===== src/rtl/power_pkg.sv =====
// Shared types for the peripheral power scheduler and the power FSM array.
// Also holds the pointer-width helper used by the scheduler and its arbiter.
package power_pkg;

   typedef enum logic [1:0] {
      ACTIVE = 2'b00,
      IDLE   = 2'b01,
      SLEEP  = 2'b10
   } pwr_state_e;

   typedef enum logic [1:0] {
      READY,
      GRANT,
      SETTLE
   } sched_state_e;

   function automatic int ptr_w(input int n);
      return (n > 1) ? $clog2(n) : 1;
   endfunction

endpackage


===== src/rtl/power_wake_sched_if.sv =====
// Control/status bundle between the PM registers, the wake scheduler and the FSM array.
// The master side drives enables/requests; the slave side (scheduler) drives status.
interface power_wake_sched_if #(
   parameter int N      = 4,
   parameter int IDLE_W = 8
);
   logic [N-1:0]        enable;
   logic [N-1:0]        busy;
   logic [N-1:0]        wake_req;
   logic [IDLE_W-1:0]   idle_thresh;
   logic [N-1:0][1:0]   fsm_state;
   logic [N-1:0]        periph_en;
   logic [N-1:0]        sleep_eligible;
   logic [N-1:0]        wake_evt;
   logic [N-1:0]        wake_pending;
   logic                sched_busy;

   modport master (
      output enable, busy, wake_req, idle_thresh, fsm_state,
      input  periph_en, sleep_eligible, wake_evt, wake_pending, sched_busy
   );

   modport slave (
      input  enable, busy, wake_req, idle_thresh, fsm_state,
      output periph_en, sleep_eligible, wake_evt, wake_pending, sched_busy
   );
endinterface


===== src/rtl/power_rr_arb.sv =====
// Combinational N-way round-robin arbiter: grants the first request at or after ptr,
// wrapping modulo N. The pointer register lives in the parent.
module power_rr_arb #(
   parameter int N  = 4,
   parameter int PW = 2
) (
   input  logic [N-1:0]  req,
   input  logic [PW-1:0] ptr,
   output logic [N-1:0]  gnt,
   output logic          valid
);

   int            idx;
   logic [PW-1:0] sel;

   always_comb begin
      gnt   = '0;
      valid = 1'b0;
      idx   = 0;
      sel   = '0;
      for (int k = 0; k < N; k++) begin
         idx = int'(ptr) + k;
         if (idx >= N) idx = idx - N;
         sel = PW'(idx);
         if (!valid && req[sel]) begin
            gnt[sel] = 1'b1;
            valid    = 1'b1;
         end
      end
   end

endmodule


===== src/rtl/power_wake_sched.sv =====
// Wake scheduler: idle tracking, enable registering and one-at-a-time round-robin wake pulses.
// Define PWR_SCHED_SETTLE_EN to build the post-grant inrush settle window (SETTLE_CYC cycles).
module power_wake_sched
   import power_pkg::*;
#(
   parameter int N          = 4,
   parameter int IDLE_W     = 8,
   parameter int SETTLE_CYC = 4
) (
   input  logic              clk,
   input  logic              rst,
   power_wake_sched_if.slave bus
);

   localparam int PW = ptr_w(N);

   if (SETTLE_CYC < 1) begin : g_settle_chk
      $error("SETTLE_CYC must be at least 1");
   end

   sched_state_e  state_reg, state_next;
   logic [PW-1:0] ptr_reg, ptr_next, win_idx;
   logic [N-1:0]  evt_reg, evt_next;
   logic [N-1:0]  pend_reg, pend_next, pend_set, pend_clr;
   logic [N-1:0]  en_reg, elig_reg, elig_next;
   logic [N-1:0]  arb_gnt;
   logic          arb_valid;

`ifdef PWR_SCHED_SETTLE_EN
   localparam int SW = (SETTLE_CYC > 2) ? $clog2(SETTLE_CYC) : 1;
   logic [SW-1:0] settle_reg, settle_next;
`endif

   // Per-peripheral idle counter and pending set condition
   for (genvar gi = 0; gi < N; gi++) begin : g_periph
      logic [IDLE_W-1:0] cnt_reg, cnt_next;
      logic              cnt_clr;

      assign cnt_clr  = bus.busy[gi] || !bus.enable[gi] || evt_reg[gi];
      assign cnt_next = cnt_clr ? '0 :
                        (cnt_reg >= bus.idle_thresh) ? bus.idle_thresh : cnt_reg + 1'b1;
      assign elig_next[gi] = bus.enable[gi] && !bus.busy[gi] && (cnt_reg == bus.idle_thresh);
      assign pend_set[gi]  = bus.wake_req[gi] && bus.enable[gi] && (bus.fsm_state[gi] != ACTIVE);

      always_ff @(posedge clk or posedge rst) begin
         if (rst) cnt_reg <= '0;
         else     cnt_reg <= cnt_next;
      end
   end

   // Clear beats set, so a request arriving during its own grant cycle is not re-queued
   assign pend_clr  = ~bus.enable | ((state_reg == GRANT) ? evt_reg : '0);
   assign pend_next = (pend_reg | pend_set) & ~pend_clr;

   power_rr_arb #(.N(N), .PW(PW)) u_arb (
      .req   (pend_reg),
      .ptr   (ptr_reg),
      .gnt   (arb_gnt),
      .valid (arb_valid)
   );

   always_comb begin
      win_idx = '0;
      for (int i = 0; i < N; i++) begin
         if (evt_reg[i]) win_idx = PW'(i);
      end
   end

   always_comb begin
      state_next = state_reg;
      ptr_next   = ptr_reg;
      evt_next   = '0;
`ifdef PWR_SCHED_SETTLE_EN
      settle_next = settle_reg;
`endif
      case (state_reg)
         READY: begin
            if (arb_valid) begin
               state_next = GRANT;
               evt_next   = arb_gnt;
            end
         end
         GRANT: begin
            ptr_next = (win_idx == PW'(N - 1)) ? '0 : win_idx + 1'b1;
`ifdef PWR_SCHED_SETTLE_EN
            state_next  = SETTLE;
            settle_next = SW'(SETTLE_CYC - 1);
`else
            state_next  = READY;
`endif
         end
`ifdef PWR_SCHED_SETTLE_EN
         SETTLE: begin
            if (settle_reg == '0) state_next  = READY;
            else                  settle_next = settle_reg - 1'b1;
         end
`endif
         default: state_next = READY;
      endcase
   end

   always_ff @(posedge clk or posedge rst) begin
      if (rst) begin
         state_reg <= READY;
         ptr_reg   <= '0;
         evt_reg   <= '0;
         pend_reg  <= '0;
         en_reg    <= '0;
         elig_reg  <= '0;
`ifdef PWR_SCHED_SETTLE_EN
         settle_reg <= '0;
`endif
      end else begin
         state_reg <= state_next;
         ptr_reg   <= ptr_next;
         evt_reg   <= evt_next;
         pend_reg  <= pend_next;
         en_reg    <= bus.enable;
         elig_reg  <= elig_next;
`ifdef PWR_SCHED_SETTLE_EN
         settle_reg <= settle_next;
`endif
      end
   end

   assign bus.periph_en      = en_reg;
   assign bus.sleep_eligible = elig_reg;
   assign bus.wake_evt       = evt_reg;
   assign bus.wake_pending   = pend_reg;
   assign bus.sched_busy     = (state_reg != READY);

endmodule

===== src/flat_wrapper.sv =====
// flat-port wrapper written by rule: the top's interface ports become plain ports
module power_wake_sched_flat import power_pkg::*;
#(
   parameter int N          = 4,
   parameter int IDLE_W     = 8,
   parameter int SETTLE_CYC = 4
)
  (clk, rst, bus_enable, bus_busy, bus_wake_req, bus_idle_thresh, bus_fsm_state, bus_periph_en, bus_sleep_eligible, bus_wake_evt, bus_wake_pending, bus_sched_busy);
  power_wake_sched_if #(.N(N), .IDLE_W(IDLE_W)) bus_i ();
  input  logic clk;
  input  logic rst;
  input wire logic [$bits(bus_i.enable)-1:0] bus_enable;
  input wire logic [$bits(bus_i.busy)-1:0] bus_busy;
  input wire logic [$bits(bus_i.wake_req)-1:0] bus_wake_req;
  input wire logic [$bits(bus_i.idle_thresh)-1:0] bus_idle_thresh;
  input wire logic [$bits(bus_i.fsm_state)-1:0] bus_fsm_state;
  output wire logic [$bits(bus_i.periph_en)-1:0] bus_periph_en;
  output wire logic [$bits(bus_i.sleep_eligible)-1:0] bus_sleep_eligible;
  output wire logic [$bits(bus_i.wake_evt)-1:0] bus_wake_evt;
  output wire logic [$bits(bus_i.wake_pending)-1:0] bus_wake_pending;
  output wire logic [$bits(bus_i.sched_busy)-1:0] bus_sched_busy;
  assign bus_i.enable = bus_enable;
  assign bus_i.busy = bus_busy;
  assign bus_i.wake_req = bus_wake_req;
  assign bus_i.idle_thresh = bus_idle_thresh;
  assign bus_i.fsm_state = bus_fsm_state;
  assign bus_periph_en = bus_i.periph_en;
  assign bus_sleep_eligible = bus_i.sleep_eligible;
  assign bus_wake_evt = bus_i.wake_evt;
  assign bus_wake_pending = bus_i.wake_pending;
  assign bus_sched_busy = bus_i.sched_busy;
  power_wake_sched #(.N(N), .IDLE_W(IDLE_W), .SETTLE_CYC(SETTLE_CYC)) u_core (.clk(clk), .rst(rst), .bus(bus_i));
endmodule

===== config.mk =====
export PLATFORM = sky130hd
export DESIGN_NAME = power_wake_sched_flat
export DESIGN_NICKNAME = d
export VERILOG_FILES = /design/src/rtl/power_pkg.sv /design/src/rtl/power_wake_sched_if.sv /design/src/rtl/power_rr_arb.sv /design/src/rtl/power_wake_sched.sv /design/src/flat_wrapper.sv
export SDC_FILE = /design/constraint.sdc
export NUM_CORES = 1
export LEC_CHECK = 0
export ABC_AREA = 1
export CELL_PAD_IN_SITES_DETAIL_PLACEMENT = 1
export CELL_PAD_IN_SITES_GLOBAL_PLACEMENT = 1
export CORE_ASPECT_RATIO = 0.8
export CORE_MARGIN = 4
export CORE_UTILIZATION = 44
export DETAILED_ROUTE_END_ITERATION = 10
export MAX_ROUTING_LAYER = met4
export PLACE_DENSITY = 0.87
export SLEW_MARGIN = 20
export SYNTH_ARGS = -nofsm -noshare
export SYNTH_HDL_FRONTEND = slang
export SYNTH_SLANG_ARGS = --single-unit

===== constraint.sdc =====
create_clock -name clk -period 5 [get_ports clk]
set_input_delay 1 -clock clk [delete_from_list [all_inputs] [get_ports clk]]
set_output_delay 1 -clock clk [all_outputs]
set_load 0.01 [all_outputs]

==> results of run 1 <==
-- worst min path at each step --
stage / start / slack, ns / endpoint / depth (start not counted)
2_1_floorplan: u_core.bus.wake_evt[0]$_DFF_PP0_ / 0.52 / u_core.bus.wake_pending[0]$_DFF_PP0_ / 1
5_1_grt: u_core.bus.wake_evt[0]$_DFF_PP0_ / 0.52 / u_core.bus.wake_pending[0]$_DFF_PP0_ / 1
3_3_place_gp: u_core.bus.wake_evt[0]$_DFF_PP0_ / 0.50 / u_core.bus.wake_pending[0]$_DFF_PP0_ / 1
3_5_place_dp: u_core.bus.wake_evt[0]$_DFF_PP0_ / 0.49 / u_core.bus.wake_pending[0]$_DFF_PP0_ / 1
4_1_cts: u_core.bus.wake_evt[0]$_DFF_PP0_ / 0.50 / u_core.bus.wake_pending[0]$_DFF_PP0_ / 1
6_report: u_core.bus.wake_evt[0]$_DFF_PP0_ / 0.50 / u_core.bus.wake_pending[0]$_DFF_PP0_ / 1
-- metrics by stage --
stage | instances | instance area (um2) | utilization [%]
final | 642 | 4280 | 53.4
after global routing | 642 | 4280 | 53.4
after CTS | 642 | 4280 | 53.4
after detailed placement | 636 | 4210 | 52.5
after global placement | 636 | 4210 | 52.5
after floorplan | 487 | 3660 | -
-- metal layers --
metal	global-route usage (%)	vias to the layer above	wire length [um]
met5	-	-	0
met4	8.49	0	285
met3	3.57	28	352
met2	41.4	62	5280
met1	30.5	1746	5050
li1	-	1675	-
-- kinds of logic after synthesis --
| group | share of synthesized area (%) |
|---|---|
| and+or+nand+nor | 32.1 |
| AOI/OAI and AO/OA | 10.0 |
| xor gates and xnor gates | 1.91 |
| DFF | 34.8 |
| adders and majority gates | 14.7 |
| buffers and inverters | 6.49 |
-- power by group --
part           total, mW  switching (mW)  internal [mW]
sequential         0.533          0.0824          0.451
clock              0.235           0.141         0.0940
combinational      0.489           0.300          0.189
total               1.26           0.523          0.734
-- cell usage in the layout (no fill, tap or decap), drive strengths merged --
cell type and n:
clkdlybuf4s50 46, xnor2 4, a21oi 43, dfrtp 51, xor2 4, ha 43, o21a 2, nor2 85
nand4 8, a221oi 1, nand3 20, or2 4, o21ai 22, nand2 137, nor3 8, clkbuf 6
a31oi 2, o22ai 1, buf 1, inv 46
-- area by class of cell --
cell class                      instances  area, um2  area share (%)
Inverter                               46        178            4.15
Multi-Input combinational cell        384       2150            50.2
Tap cell                              108        135            3.16
Sequential cell                        51       1280            29.8
Timing Repair Buffer                   47        468            10.9
Clock buffer                            6       72.6            1.70
-- worst reg2reg max path, stage by stage (launching register included) --
cell and delay (ns):
dfrtp_1 0.70, inv_6 0.12, ha_1 0.39, inv_1 0.12, nand3_1 0.10, nand2_2 0.12, nand3_2 0.14, nor2_1 0.12
nor2_1 0.06, a21oi_1 0.15
==> impl_results.md, run 1 <==
- Pre-CTS setup slack: 1.82 ns
- Count leader, synth: nand2_1
- Post-route worst setup slack: 2.07 ns
- Drt via density: 5.47
- Crit. End Element: flop
- Crit path largest cell delay: 0.59 ns
- Number of iterations in the first detailed-routing pass: 4
- Routability cong.: 0.864
- Final hold slack: ~0.5 ns
- Yosys warnings: 0
- Worst-path clk slew: 0.10 ns
- Fmax achieved: ~340 MHz
- Main synth FF type: dfrtp_1
- Outcome: finished, final reports clean
- Via count: 3511
- CP max stage cell: clkdlybuf4s50_1
- Die height: 89.6 um
- Top cell type's share of synthesized area: roughly a third
- Largest register FFs: 32
- Synth area leaders: dfrtp_1, ha_1, nand2_1, nor2_1, a21oi_1
- Kind of critical path: primary input to flop
- CTS Buffer Depth: 2
- IR drop worst, VDD: about 170 uV
- Worst Path Max Fanout: 14
- R2r endpoint: u_core.bus.wake_evt[3]$_DFF_PP0_
- Levels on crit path: 11
- Worst-margin pin slew: 0.702 ns
- Final net count: between 600 and 700
- Post-synthesis async set-or-reset flop share: 100%
- GRT Residual Overflow: 0
- Max cap viols: 0
- Initial antenna violation count: 0
- CP bufs+invs: 2
- Post-route setup TNS: 0 ns
- Routed WL per cell: roughly 17 um
- R2R Setup Slk: 2.90 ns
- Pwr Total: 1.26 mW
- Final Critical Period: a little under 3 ns
- Post-synthesis to final-layout area growth: 16.8%
- Fillers: 1019
- Htree depth: 2
- Syn Nets: 560
- Detailed Place HPWL: 8260 um
- EDFF count, synth: 0
- Pleak: approximately 2.1 nW
- Die boundary width: ~110 um
- Most used cell, CP: nand2_1
- PwrDens: between 200 and 300 nW/um2
- Flip-flop and latch count after synthesis: 51
- Gr usage total: 24.6%
- Hold/Removal Path Class: flop to flop
- Number of routed nets with antenna violations: 0
- CTS sink cnt: 51
- CTS Root Cell: clkbuf_8
- Latest clock arrival within the worst-skew pair: 0.31 ns
- Skew final: about 0.0095 ns
- Hold_buf cts: 0
- # IOs: 47
- Setup bufs post-CTS: 0
- Starting density of the core: roughly 46%
- Post-synth cell types: 28
- Critical Path AT: 3.17 ns
- Setup crit end: u_core.g_periph[0].cnt_reg[0]$_DFF_PP0_
- Final setup violation count: 0
- Slew Viols, Final: 0
- Mapped cell area: 3660 um2
- Final worst-path cycle share: between 50% and 60%
- CTS tree: done
- DRT iter0 DRCs: 145
- Rel. slew slack: between 50% and 60%
- Post-synth top area cell: dfrtp_1
- Reg-to-Reg Start: u_core.ptr_reg[0]$_DFFE_PP0P_
- Critical Path RT: 5.24 ns
- Rows: 29
- Post-CTS sizing: 0
- RSZ-0062 raised after global routing: false
- Share of cells above drive strength 1: ~6.4%
- Hold Vio Cnt, Final: 0
- Vias in the first global route: 3823
- Synth Instances: between 400 and 500
- Final WL: around 11000 um
- Count of input and output buffers: 46
- Ant diodes: 0
- Global-route wire length before repair: 18500 um
- CP top delay family: simple AND/OR/NAND/NOR gates
- Largest net degree at the start of global routing: 52
- Depth of the most critical reg-to-reg path: 9
- Setup crit start kind: primary input
- Crit path from: bus_idle_thresh[6]
- Total Die Area: 9860 um2
- Total core area: 8020 um2
- Sequential-to-total area share from yosys stat: 34.8%
- Synth top cells by count: nand2_1, nor2_1, dfrtp_1, inv_1
- Post-Syn Area per Cell: about 7.5 um2
- # DRC: 0
- CTS buffer count: 5
- Critical path, cell by cell: clkdlybuf4s50_1 > inv_1 > ha_1 > nand2_1 > nor2_1 > nand2_1 > nand2_1 > nor2_2 > nand2_2 > o21ai_0 > nor2_1
(Power assumes the default switching activity.)
==> run 2, diff against run 1 <==
--- a/config.mk
+++ b/config.mk
@@ -10,10 +10,10 @@
 export CELL_PAD_IN_SITES_GLOBAL_PLACEMENT = 1
 export CORE_ASPECT_RATIO = 0.8
 export CORE_MARGIN = 4
-export CORE_UTILIZATION = 44
+export CORE_UTILIZATION = 37
 export DETAILED_ROUTE_END_ITERATION = 10
 export MAX_ROUTING_LAYER = met4
-export PLACE_DENSITY = 0.87
+export PLACE_DENSITY = 0.78
 export SLEW_MARGIN = 20
 export SYNTH_ARGS = -nofsm -noshare
 export SYNTH_HDL_FRONTEND = slang
==> constraint.sdc (replaced) <==
create_clock -name clk -period 2.6 [get_ports clk]
set_input_delay 0.52 -clock clk [delete_from_list [all_inputs] [get_ports clk]]
set_output_delay 0.52 -clock clk [all_outputs]
set_load 0.01 [all_outputs]
==> impl_results.md, run 2 (synthesis results as in run 1) <==
- Outcome: finished, final reports clean
- Global-route wire length before repair: 18800 um (+1.7%)
- Final net count: 621 (+2.1%)
- CTS Root Cell: clkbuf_16
- Ant diodes: 0 (unchanged)
- Gr usage total: 20.5% (-4.1 points)
- Post-synthesis to final-layout area growth: 23.5%
- R2r endpoint: u_core.bus.wake_evt[2]$_DFF_PP0_
- R2R Setup Slk: 0.59 ns (-2.31 ns)
- CTS buffer count: 5 (unchanged)
- Fillers: 1196 (+17%)
- Setup crit end: u_core.g_periph[0].cnt_reg[4]$_DFF_PP0_
- CTS sink cnt: 51 (unchanged)
- Worst Path Max Fanout: 14 (unchanged)
- Hold_buf cts: 0 (unchanged)
- Hold Vio Cnt, Final: 0 (unchanged)
- Fmax achieved: 428 MHz
- Number of routed nets with antenna violations: 0 (unchanged)
- Initial antenna violation count: 0 (unchanged)
- Number of iterations in the first detailed-routing pass: 4 (unchanged)
- Final WL: 11000 um (+0.77%)
- DRT iter0 DRCs: 111 (-23%)
- Setup crit start kind: primary input
- # IOs: 47 (unchanged)
- Final Critical Period: 2.34 ns
- Starting density of the core: 38.0% (-7.7 points)
- Final setup violation count: 0 (unchanged)
- Die boundary width: 119 um (+8.4%)
- Die height: 97.0 um (+8.2%)
- Total Die Area: 11600 um2 (+17%)
- Pleak: 2.23 nW (+5.2%)
- Post-CTS sizing: 0 (unchanged)
- Kind of critical path: primary input to flop
- Final worst-path cycle share: 89.8%
- Htree depth: 2 (unchanged)
- Critical Path AT: 2.55 ns (-0.62 ns)
- Post-route setup TNS: 0 ns (unchanged)
- IR drop worst, VDD: 281 uV (+61%)
- Largest register FFs: 32 (unchanged)
- Worst-margin pin slew: 0.625 ns (-0.0762 ns)
- Post-route worst setup slack: 0.264 ns (-1.81 ns)
- GRT Residual Overflow: 0 (unchanged)
- Max cap viols: 0 (unchanged)
- Hold/Removal Path Class: flop to flop
- Share of cells above drive strength 1: 8.76% (+2.4 points)
- CTS tree: done
- Slew Viols, Final: 0 (unchanged)
- Largest net degree at the start of global routing: 52 (unchanged)
- Vias in the first global route: 3743 (-2.1%)
- Latest clock arrival within the worst-skew pair: 0.29 ns (-0.02 ns)
- # DRC: 0 (unchanged)
- Rel. slew slack: 58.1% (+4.9 points)
- CTS Buffer Depth: 2 (unchanged)
- Crit path from: bus_idle_thresh[1]
- Crit. End Element: flop
- Reg-to-Reg Start: u_core.ptr_reg[1]$_DFFE_PP0P_
- Setup bufs post-CTS: 0 (unchanged)
- Worst-path clk slew: 0.07 ns (-0.03 ns)
- Total core area: 9650 um2 (+20%)
- Drt via density: 5.02 (-8.2%)
- Count of input and output buffers: 46 (unchanged)
- Detailed Place HPWL: 8570 um (+3.7%)
- Most frequent cells in the layout: nand2_1, nor2_1, dfrtp_1
- Pre-CTS setup slack: 0.0191 ns (-1.80 ns)
- Rows: 32 (+10%)
- Depth of the most critical reg-to-reg path: 9 (unchanged)
- RSZ-0062 raised after global routing: false
- PwrDens: 599 nW/um2 (+100%)
- Skew final: 0.00547 ns (-0.00401 ns)
- Critical Path RT: 2.81 ns (-2.43 ns)
- Via count: 3433 (-2.2%)
- Routability cong.: 0.852 (-1.4%)
- Most common cell after layout, fill and taps aside: nand2_1
- Routed WL per cell: 16.2 um (-5.4%)
run 2: worst min-delay path by stage:
stage                                          start                              endpoint  slack (ns)  cells after the start
floorplan           u_core.bus.wake_evt[0]$_DFF_PP0_  u_core.bus.wake_pending[0]$_DFF_PP0_        0.52                      1
global placement    u_core.bus.wake_evt[0]$_DFF_PP0_  u_core.bus.wake_pending[0]$_DFF_PP0_        0.51                      1
detailed placement  u_core.bus.wake_evt[0]$_DFF_PP0_  u_core.bus.wake_pending[0]$_DFF_PP0_        0.52                      1
CTS                 u_core.bus.wake_evt[0]$_DFF_PP0_  u_core.bus.wake_pending[0]$_DFF_PP0_        0.54                      1
global route        u_core.bus.wake_evt[0]$_DFF_PP0_  u_core.bus.wake_pending[0]$_DFF_PP0_        0.55                      1
finish              u_core.bus.wake_evt[0]$_DFF_PP0_  u_core.bus.wake_pending[0]$_DFF_PP0_        0.52                      1
run 2: per-stage QoR:
step	util [%]	hold slack (ns)	total power [mW]	cell area (um2)	cells
3_5_place_dp	45.2	0.519	1.98	4370	677
6_report	46.9	0.519	2.71	4520	684
3_3_place_gp	45.2	0.511	1.93	4370	677
2_1_floorplan	-	0.521	1.60	3660	487
5_1_grt	46.9	0.553	2.89	4520	684
4_1_cts	46.9	0.535	2.75	4520	684
run 2: worst max-delay path: stages:
cell and delay [ns]:
clkdlybuf4s50_1 0.40, inv_1 0.30, ha_1 0.32, nand2_1 0.08, nor2_1 0.05, nand2_1 0.09
nand2_1 0.07, nor2_2 0.15, nand2_2 0.21, nand2_1 0.14, nand2_1 0.06, nor2_1 0.16
run 2: layer usage:
metal	share of wire (%)	routed length [um]	track usage (%)
met5	0	0	-
met4	0.91	100	3.74
met3	1.7	187	2.92
met2	48	5350	34.3
met1	49	5410	26.8
run 2: power breakdown:
part	total (mW)	switching [mW]	internal [mW]
Sequential	0.964	0.0953	0.868
Combinational	0.998	0.606	0.392
Clock	0.750	0.300	0.450
Total	2.71	1.00	1.71
run 2: area by class of cell:
| type | instances | area, um2 | area share (%) |
|---|---|---|---|
| multi-input combinational | 384 | 2150 | 47.5 |
| clock inverter | 1 | 30.0 | 0.664 |
| clock buffer | 6 | 129 | 2.85 |
| tap | 136 | 170 | 3.76 |
| inverter | 46 | 178 | 3.93 |
| timing repair buffer | 60 | 591 | 13.1 |
| sequential | 51 | 1280 | 28.2 |
